<file path="config.mk">
export PLATFORM = sky130hd
export DESIGN_NAME = rio_mux_input
export DESIGN_NICKNAME = d
export VERILOG_FILES = /design/src/rtl/rio_mux_pkg.sv /design/src/rtl/rio_sync_edge.sv /design/src/rtl/rio_mux_input.sv
export SDC_FILE = /design/constraint.sdc
export NUM_CORES = 1
export LEC_CHECK = 0
export CORE_MARGIN = 1
export CORE_UTILIZATION = 50
export CTS_CLUSTER_DIAMETER = 60
export DETAILED_ROUTE_END_ITERATION = 16
export PLACE_DENSITY_LB_ADDON = 0.25
export RECOVER_POWER = 25
export REMOVE_ABC_BUFFERS = 1
export SLEW_MARGIN = 20
export SYNTH_ARGS = -nofsm -noshare
export SYNTH_HDL_FRONTEND = slang
export SYNTH_SLANG_ARGS = --single-unit
export TNS_END_PERCENT = 20
</file>
<file path="constraint.sdc">
create_clock -name clk -period 2.2 [get_ports clk]
set_clock_uncertainty 0.05 [all_clocks]
set_input_delay 0.33 -clock clk [delete_from_list [all_inputs] [get_ports clk]]
set_output_delay 0.33 -clock clk [all_outputs]
set_load 0.01 [all_outputs]
</file>
<file path="src/rtl/rio_mux_pkg.sv">
// Shared constants and width helpers for the rio multiplexed-input slot.
package rio_mux_pkg;

    localparam int FRAME_CNT_W = 16;

    function automatic int clog2(input int value);
        int r;
        int v;
        r = 0;
        v = value - 1;
        while (v > 0) begin
            r++;
            v = v >> 1;
        end
        return r;
    endfunction

    // One spare bit so the counter can hold TIMEOUT without wrapping.
    function automatic int wd_width(input int timeout);
        return clog2(timeout + 1) + 1;
    endfunction

endpackage

</file>
<file path="src/rtl/rio_sync_edge.sv">
// Three-stage synchroniser for an asynchronous level, plus a registered
// one-cycle pulse on each rising edge of the synchronised level.
module rio_sync_edge (
    input  logic clk,
    input  logic rst,
    input  logic in,
    output logic rise
);

    logic [2:0] sync_r;

    always_ff @(posedge clk) begin
        if (rst) begin
            sync_r <= '0;
            rise   <= 1'b0;
        end else begin
            sync_r <= {sync_r[1:0], in};
            rise   <= (sync_r[2:1] == 2'b01);
        end
    end

endmodule

</file>
<file path="src/rtl/rio_mux_input.sv">
// Time-shares NUM_CH status values over one value/id slot of the tx frame.
// Optional MUX_IN_CHANGE_PRIO_EN: changed channels are sent ahead of round-robin.
module rio_mux_input
    import rio_mux_pkg::*;
#(
    parameter int NUM_CH  = 2,
    parameter int VAL_W   = 16,
    parameter int ID_W    = 8,
    parameter int TIMEOUT = 2700000
) (
    input  logic                    clk,
    input  logic                    rst,
    input  logic                    sync,
    input  logic [NUM_CH*VAL_W-1:0] ch_values,
    output logic                    sync_rise,
    output logic [VAL_W-1:0]        mux_value,
    output logic [ID_W-1:0]         mux_id,
    output logic                    timeout,
    output logic [FRAME_CNT_W-1:0]  frame_cnt
);

    localparam int              WD_W    = wd_width(TIMEOUT);
    localparam logic [ID_W-1:0] LAST_CH = ID_W'(NUM_CH - 1);
    localparam logic [WD_W-1:0] WD_MAX  = WD_W'(TIMEOUT);

    logic [VAL_W-1:0] ch [NUM_CH];
    logic [ID_W-1:0]  rr;
    logic [ID_W-1:0]  sel;
    logic [VAL_W-1:0] sel_value;
    logic [WD_W-1:0]  wd_cnt;

    rio_sync_edge u_sync_edge (
        .clk  (clk),
        .rst  (rst),
        .in   (sync),
        .rise (sync_rise)
    );

    for (genvar c = 0; c < NUM_CH; c++) begin : g_ch
        assign ch[c] = ch_values[c*VAL_W +: VAL_W];
    end

`ifdef MUX_IN_CHANGE_PRIO_EN
    logic [VAL_W-1:0]  shadow [NUM_CH];
    logic [NUM_CH-1:0] changed;
    int                rr_i;
    int                dist;
    int                best;

    for (genvar c = 0; c < NUM_CH; c++) begin : g_chg
        assign changed[c] = (ch[c] != shadow[c]);
    end

    // Nearest changed channel in circular order from rr wins.
    always_comb begin
        sel  = rr;
        rr_i = int'(rr);
        best = NUM_CH;
        dist = 0;
        for (int c = 0; c < NUM_CH; c++) begin
            dist = (c >= rr_i) ? (c - rr_i) : (c + NUM_CH - rr_i);
            if (changed[c] && dist < best) begin
                best = dist;
                sel  = ID_W'(c);
            end
        end
    end

    always_ff @(posedge clk) begin
        if (rst) begin
            for (int c = 0; c < NUM_CH; c++) begin
                shadow[c] <= '0;
            end
        end else if (sync_rise) begin
            for (int c = 0; c < NUM_CH; c++) begin
                if (sel == ID_W'(c)) begin
                    shadow[c] <= sel_value;
                end
            end
        end
    end
`else
    assign sel = rr;
`endif

    always_comb begin
        sel_value = '0;
        for (int c = 0; c < NUM_CH; c++) begin
            if (sel == ID_W'(c)) begin
                sel_value = ch[c];
            end
        end
    end

    // id and value latch together so a frame never mixes channels.
    always_ff @(posedge clk) begin
        if (rst) begin
            rr        <= '0;
            mux_id    <= '0;
            mux_value <= '0;
            frame_cnt <= '0;
        end else if (sync_rise) begin
            mux_id    <= sel;
            mux_value <= sel_value;
            rr        <= (sel == LAST_CH) ? '0 : sel + 1'b1;
            frame_cnt <= frame_cnt + 1'b1;
        end
    end

    always_ff @(posedge clk) begin
        if (rst) begin
            wd_cnt  <= '0;
            timeout <= 1'b0;
        end else if (sync_rise) begin
            wd_cnt  <= '0;
            timeout <= 1'b0;
        end else if (wd_cnt < WD_MAX) begin
            wd_cnt  <= wd_cnt + 1'b1;
            timeout <= 1'b0;
        end else begin
            timeout <= 1'b1;
        end
    end

endmodule
</file>
Word level (Yosys, flattened, before mapping)
Index checks and enable logic that the tools add are counted.

word-level totals
  register bits = 76
  input port bits = 35
  output and inout port bits = 42
  logic and storage cells = 20

operators by class
  add/sub/neg operators = 3
  $lt $le $gt $ge = 1
  equality and inequality tests = 2
  mux-type cells = 4
  reductions and logical operators = 2

operators with widths
  kind                                                                     number
  16-bit two-way mux                                                       2
  23-bit by 1-bit adder with 23-bit output (second input constant)         1
  23-bit by 22-bit < comparator with 1-bit output (second input constant)  1
  16-bit by 1-bit adder with 16-bit output (second input constant)         1
  8-bit by 1-bit adder with 8-bit output (second input constant)           1
  8-bit by 1-bit equality test with 1-bit output (second input constant)   1
  8-bit logical NOT                                                        1
  8-bit two-way mux                                                        1
  2-bit by 1-bit equality test with 1-bit output (second input constant)   1
  2-bit OR reduction                                                       1
  1-bit two-way mux                                                        1

Depth between registers and ports, before layout
  depth in word-level cells = 3
  gate-level depth with buffers = 7
  mapped depth without buffers = 6

Hierarchy
Synthesis repeated with hierarchy kept, for this count alone.

unflattened totals
  cells, all modules = 382
  area, all modules = 3407.0 um^2

modules (own cells, without submodules)
  module         instances  cells an instance  area each (um^2)  seq. area each (um^2)
  rio_mux_input  1          374                3295.7            1441.4
  rio_sync_edge  1          8                  111.4             80.1

Least setup slack after synthesis
No wires, ideal clock.

  path kind = flip-flop to flip-flop
  from = reg wd_cnt[0]
  to = reg wd_cnt[10]
  library setup time = 0.128 ns
  arrival = 1.677 ns
  data required time = 2.022 ns
  path slack = 0.345 ns
  cell stages (with the launch flop) = 8
  path buffers = 1
  period minus slack after synthesis = 1.855 ns
  cell sequence = dfxtp_1 ha_1 nand3_1 or2_2 buf_2 a2111oi_1 xnor2_1 nor2_1

on the way
  longest elaborated chain between the ends = 1
  elaborated cells on any way between the ends = 2
  classes of those cells = add/sub (1); order compare (1)

RTL lines
  element                                                                                                             line                                        text
  start, declared                                                                                                     rio_mux_input.sv:30                         logic [WD_W-1:0] wd_cnt;
  start signal, assigned                                                                                              rio_mux_input.sv:118                        wd_cnt <= wd_cnt + 1'b1;
  23-bit by 1-bit adder with 23-bit output / 23-bit by 22-bit < comparator with 1-bit output (equally long branches)  rio_mux_input.sv:118, rio_mux_input.sv:117

Parallel ways exist; a longest one is shown, timed or not.
A chain may end at the register's enable or synchronous reset.

Worst setup path after layout
  from = reg wd_cnt[17]
  to = reg wd_cnt[14]

on the way
  longest elaborated chain between the ends = 1

RTL lines
  element                                          line                  text
  23-bit by 22-bit < comparator with 1-bit output  rio_mux_input.sv:117  end else if (wd_cnt < WD_MAX) begin

No other way between the ends.

==> summary.md <==
| Metric | Value |
|---|---|
| Status | complete, but fails checks |
| Failing checks | design-rule violations |
| IO buf count | 76 |
| Fin cells | 534 |
| Most common cell after layout, fill and taps aside | dfxtp_1 |
| CTS buffer count | 9 |
| CP peak stage delay | 0.56 ns |
| Final setup viols | 0 |
| Final #Nets | 493 |
| Synth Warn # | 0 |
| Switch Pwr | 569.8 µW |
| Grt total ovfl | 0 |
| Min Clock Period, post-route | 2.006 ns |
| Initial Util | 0.5211 |
| Largest net degree at the start of global routing | 22 |
| Hold/Removal Path Class | flip-flop to flip-flop |
| Layout cell share with drive strength beyond 1 | 0.07877 |
| CP startpoint | wd_cnt[17] |
| # DRC | 1 |
| Vias | 2954 |
| Internal | 2117 µW |
| Comb pwr share | 0.060 |
| Clk sinks | 76 |
| Antenna diode count | 0 |
| Routed WL per cell | 14.16 µm |
| Max-Slew Margin vs Limit | 0.4087 |
| Hold Path Origin | u_sync_edge.sync_r[2] |
| Crit path DAT | approximately 2.2 ns |
| Clock share of power | 0.417 |
| Total core area | between 6000 and 7000 µm² |
| Final GP Congestion | 0.7790 |
| PD cells | between 600 and 700 nW/µm² |
| Post-DP HPWL | roughly 5300 µm |
| Area grow syn2layout | 32.00% |
| Antenna violations before repair | 0 |
| Row cnt | 29 |
| Slew of the pin with the lowest slew margin | 0.8869 ns |
| Die area | 7025 µm² |
| Cell with the largest stage delay on the worst path | or4b_1 |
| Reg clk slew, reported paths | 0.07 ns |
| Critical Path RT | 2.41 ns |
| RSZ-0062 raised after global routing | no |
| Reg-to-reg startpoint | wd_cnt[17] |
| Max rail drop VDD | 0.0003537 V |
| Max Cap Viol | 0 |
| Initial DRT Pass Iterations | 11 |
| Power share of the sequential group | 0.523 |
| Final hold vios | 0 |
| Crit start category | flip-flop |
| Crit-path leading delay family | simple AND/OR/NAND/NOR gates |
| Total GRT Usage | 0.2196 |
| Worst slack at placement | 0.2024 ns |
| Fmax achieved | 0.4984 GHz |
| Post-synthesis sequential area ratio | 0.4546 |
| Layout fillers | 525 |
| Crit Path Class | flip-flop to flip-flop |
| Root buf cell | clkbuf_8 |
| Crit share post-route | 0.9120 |
| Post-Syn Area | 3347 µm² |
| Most frequent cells in the layout | dfxtp_1 (76), clkdlybuf4s50_1 (71), nor2_1 (63), nand2_1 (21), nor2b_1 (20) |
| DR iter-0 viols | approximately 130 |
| CP Cell Sequence | or4b_1 > nor3_4 > a21oi_4 > nand4_1 > mux2i_1 |
| Final ANT Viol Nets | 0 |
| Syn Inst Count | 373 |
| Syn Area/Cell | 8.973 µm² |
| CTS Hold Bufs | 0 |
| Bufs and invs on worst path | 0 |
| Setup ws final | 0.1936 ns |
| Leak Pwr | 0.001624 µW |
| Number of global-route vias before repair | 2835 |
| Seq cells post-synth | between 70 and 80 |
| Tightest hold margin | approximately 0.34 ns |
| Switching share of power | 0.2121 |
| Max-slew violation count | 0 |
| Clk buf depth | 2 |
| Die height | 83.82 µm |
| TritonCTS clock tree | done |
| Worst skew pair latency | approximately 0.34 ns |
| First-pass GRT wire length | 12570 µm |
| H-tree levels | 3 |
| Synth cell types | 42 |
| Die Wd | 83.82 µm |
| Placed insts | about 520 |
| # IOs | 77 |
| DRT Wirelength | approximately 7600 µm |
| Worst Setup End Kind | flip-flop |
| Post-DR vias/cell | around 5.5 |
| Max FO, Critical Path | 16 |
## through the flow
| step | total power, µW | area (µm²) | TNS (ns) | util |
|---|---|---|---|---|
| 6_report | 2687 | 4418 | 0 | 0.6879 |
| 3_5_place_dp | 1601 | 4205 | 0 | 0.6548 |
| 3_3_place_gp | 1595 | 4205 | 0 | 0.6548 |
| 4_1_cts | 2714 | 4412 | 0 | 0.6869 |
| 2_1_floorplan | 1487 | 3263 | -5.992 | - |
| 5_1_grt | 2780 | 4418 | 0 | 0.6879 |
## power by group through the flow
stage          Sequential, µW  Clock, µW  Combinational, µW
6_report                 1400       1120                161
5_1_grt                  1410       1200                176
4_1_cts                  1400       1140                165
3_5_place_dp             1440          0                165
3_3_place_gp             1440          0                160
2_1_floorplan            1440          0               46.4
## state kept, by name (all words and copies together) (netlist names)
| name | cells |
|---|---|
| frame_cnt | 16 |
| mux_id | 8 |
| mux_value | 16 |
| rr | 8 |
| timeout | 1 |
| u_sync_edge.rise | 1 |
| u_sync_edge.sync_r | 3 |
| wd_cnt | 23 |
## routing by layer
metal	up-vias	share of wire	wire length (µm)	track usage
li1	1478	-	-	-
met1	1385	0.45	3414	0.2589
met2	81	0.47	3556	0.3756
met3	10	0.068	515	0.07913
met4	0	0.010	76	0.06113
met5	-	0	0	0
## final timing paths
path	endpoint	slack [ns]	cells past startpoint
max	wd_cnt[14]	0.19	5
min	u_sync_edge.rise	0.34	1
max reg2reg	wd_cnt[14]	0.19	5
min reg2reg	u_sync_edge.rise	0.34	1
## area by class of cell
class | instances | area, µm² | share of cell area
Multi-Input combinational cell | 270 | 1727 | 0.3908
Sequential cell | 76 | 1521 | 0.3444
Timing Repair Buffer | 88 | 837.1 | 0.1895
Clock buffer | 11 | 131.4 | 0.02974
Tap cell | 77 | 96.34 | 0.02181
Clock inverter | 4 | 75.07 | 0.01699
Inverter | 8 | 30.03 | 0.006797
## cell families (layout without fill, tap and decap cells)
| kind of cell | count (synthesis) | after routing | share of synthesized area |
|---|---|---|---|
| mux | 14 | 14 | 0.04187 |
| xor+xnor | 26 | 26 | 0.06804 |
| compound gates | 54 | 54 | 0.1245 |
| flops | 76 | 76 | 0.4546 |
| buf+inv | 27 | 111 | 0.03402 |
| simple gates | 171 | 171 | 0.2583 |
| fa+ha+maj | 5 | 5 | 0.01869 |
## what timing repair did
action | CTS | global route
resized for setup | 0 | 2
endpoints found under the setup margin | 0 | 1
buffers inserted | 0 | 0
## cells in the mapped netlist, drive strengths merged
| cell type | number | area [µm²] |
|---|---|---|
| nor2 | 63 | 236.5 |
| xor2 | 14 | 122.6 |
| a2111oi | 4 | 50.05 |
| buf | 5 | 31.28 |
| clkbuf | 14 | 52.55 |
| a211oi | 4 | 35.03 |
| nand3b | 1 | 7.510 |
| o21a | 1 | 7.510 |
| and4 | 4 | 35.03 |
| a21oi | 14 | 73.82 |
| and2 | 1 | 6.260 |
| nor3b | 1 | 12.51 |
| nand2 | 22 | 85.09 |
| a221oi | 16 | 140.1 |
| o211ai | 1 | 7.510 |
| a31o | 3 | 26.28 |
| nand4 | 15 | 93.84 |
| or2 | 2 | 12.51 |
| dfxtp | 76 | 1521 |
| or3 | 6 | 37.54 |
| nand3 | 17 | 90.09 |
| and3 | 5 | 31.28 |
| a21o | 3 | 22.52 |
| xnor2 | 12 | 105.1 |
| nor2b | 20 | 125.1 |
| a41o | 2 | 20.02 |
| o21ai | 3 | 15.01 |
| mux2i | 14 | 140.1 |
| nor4 | 4 | 25.02 |
| nor3 | 9 | 56.31 |
| or4b | 1 | 10.01 |
| a31oi | 3 | 18.77 |
| inv | 8 | 30.03 |
| ha | 5 | 62.56 |
Power figures use the tool's default switching activity.
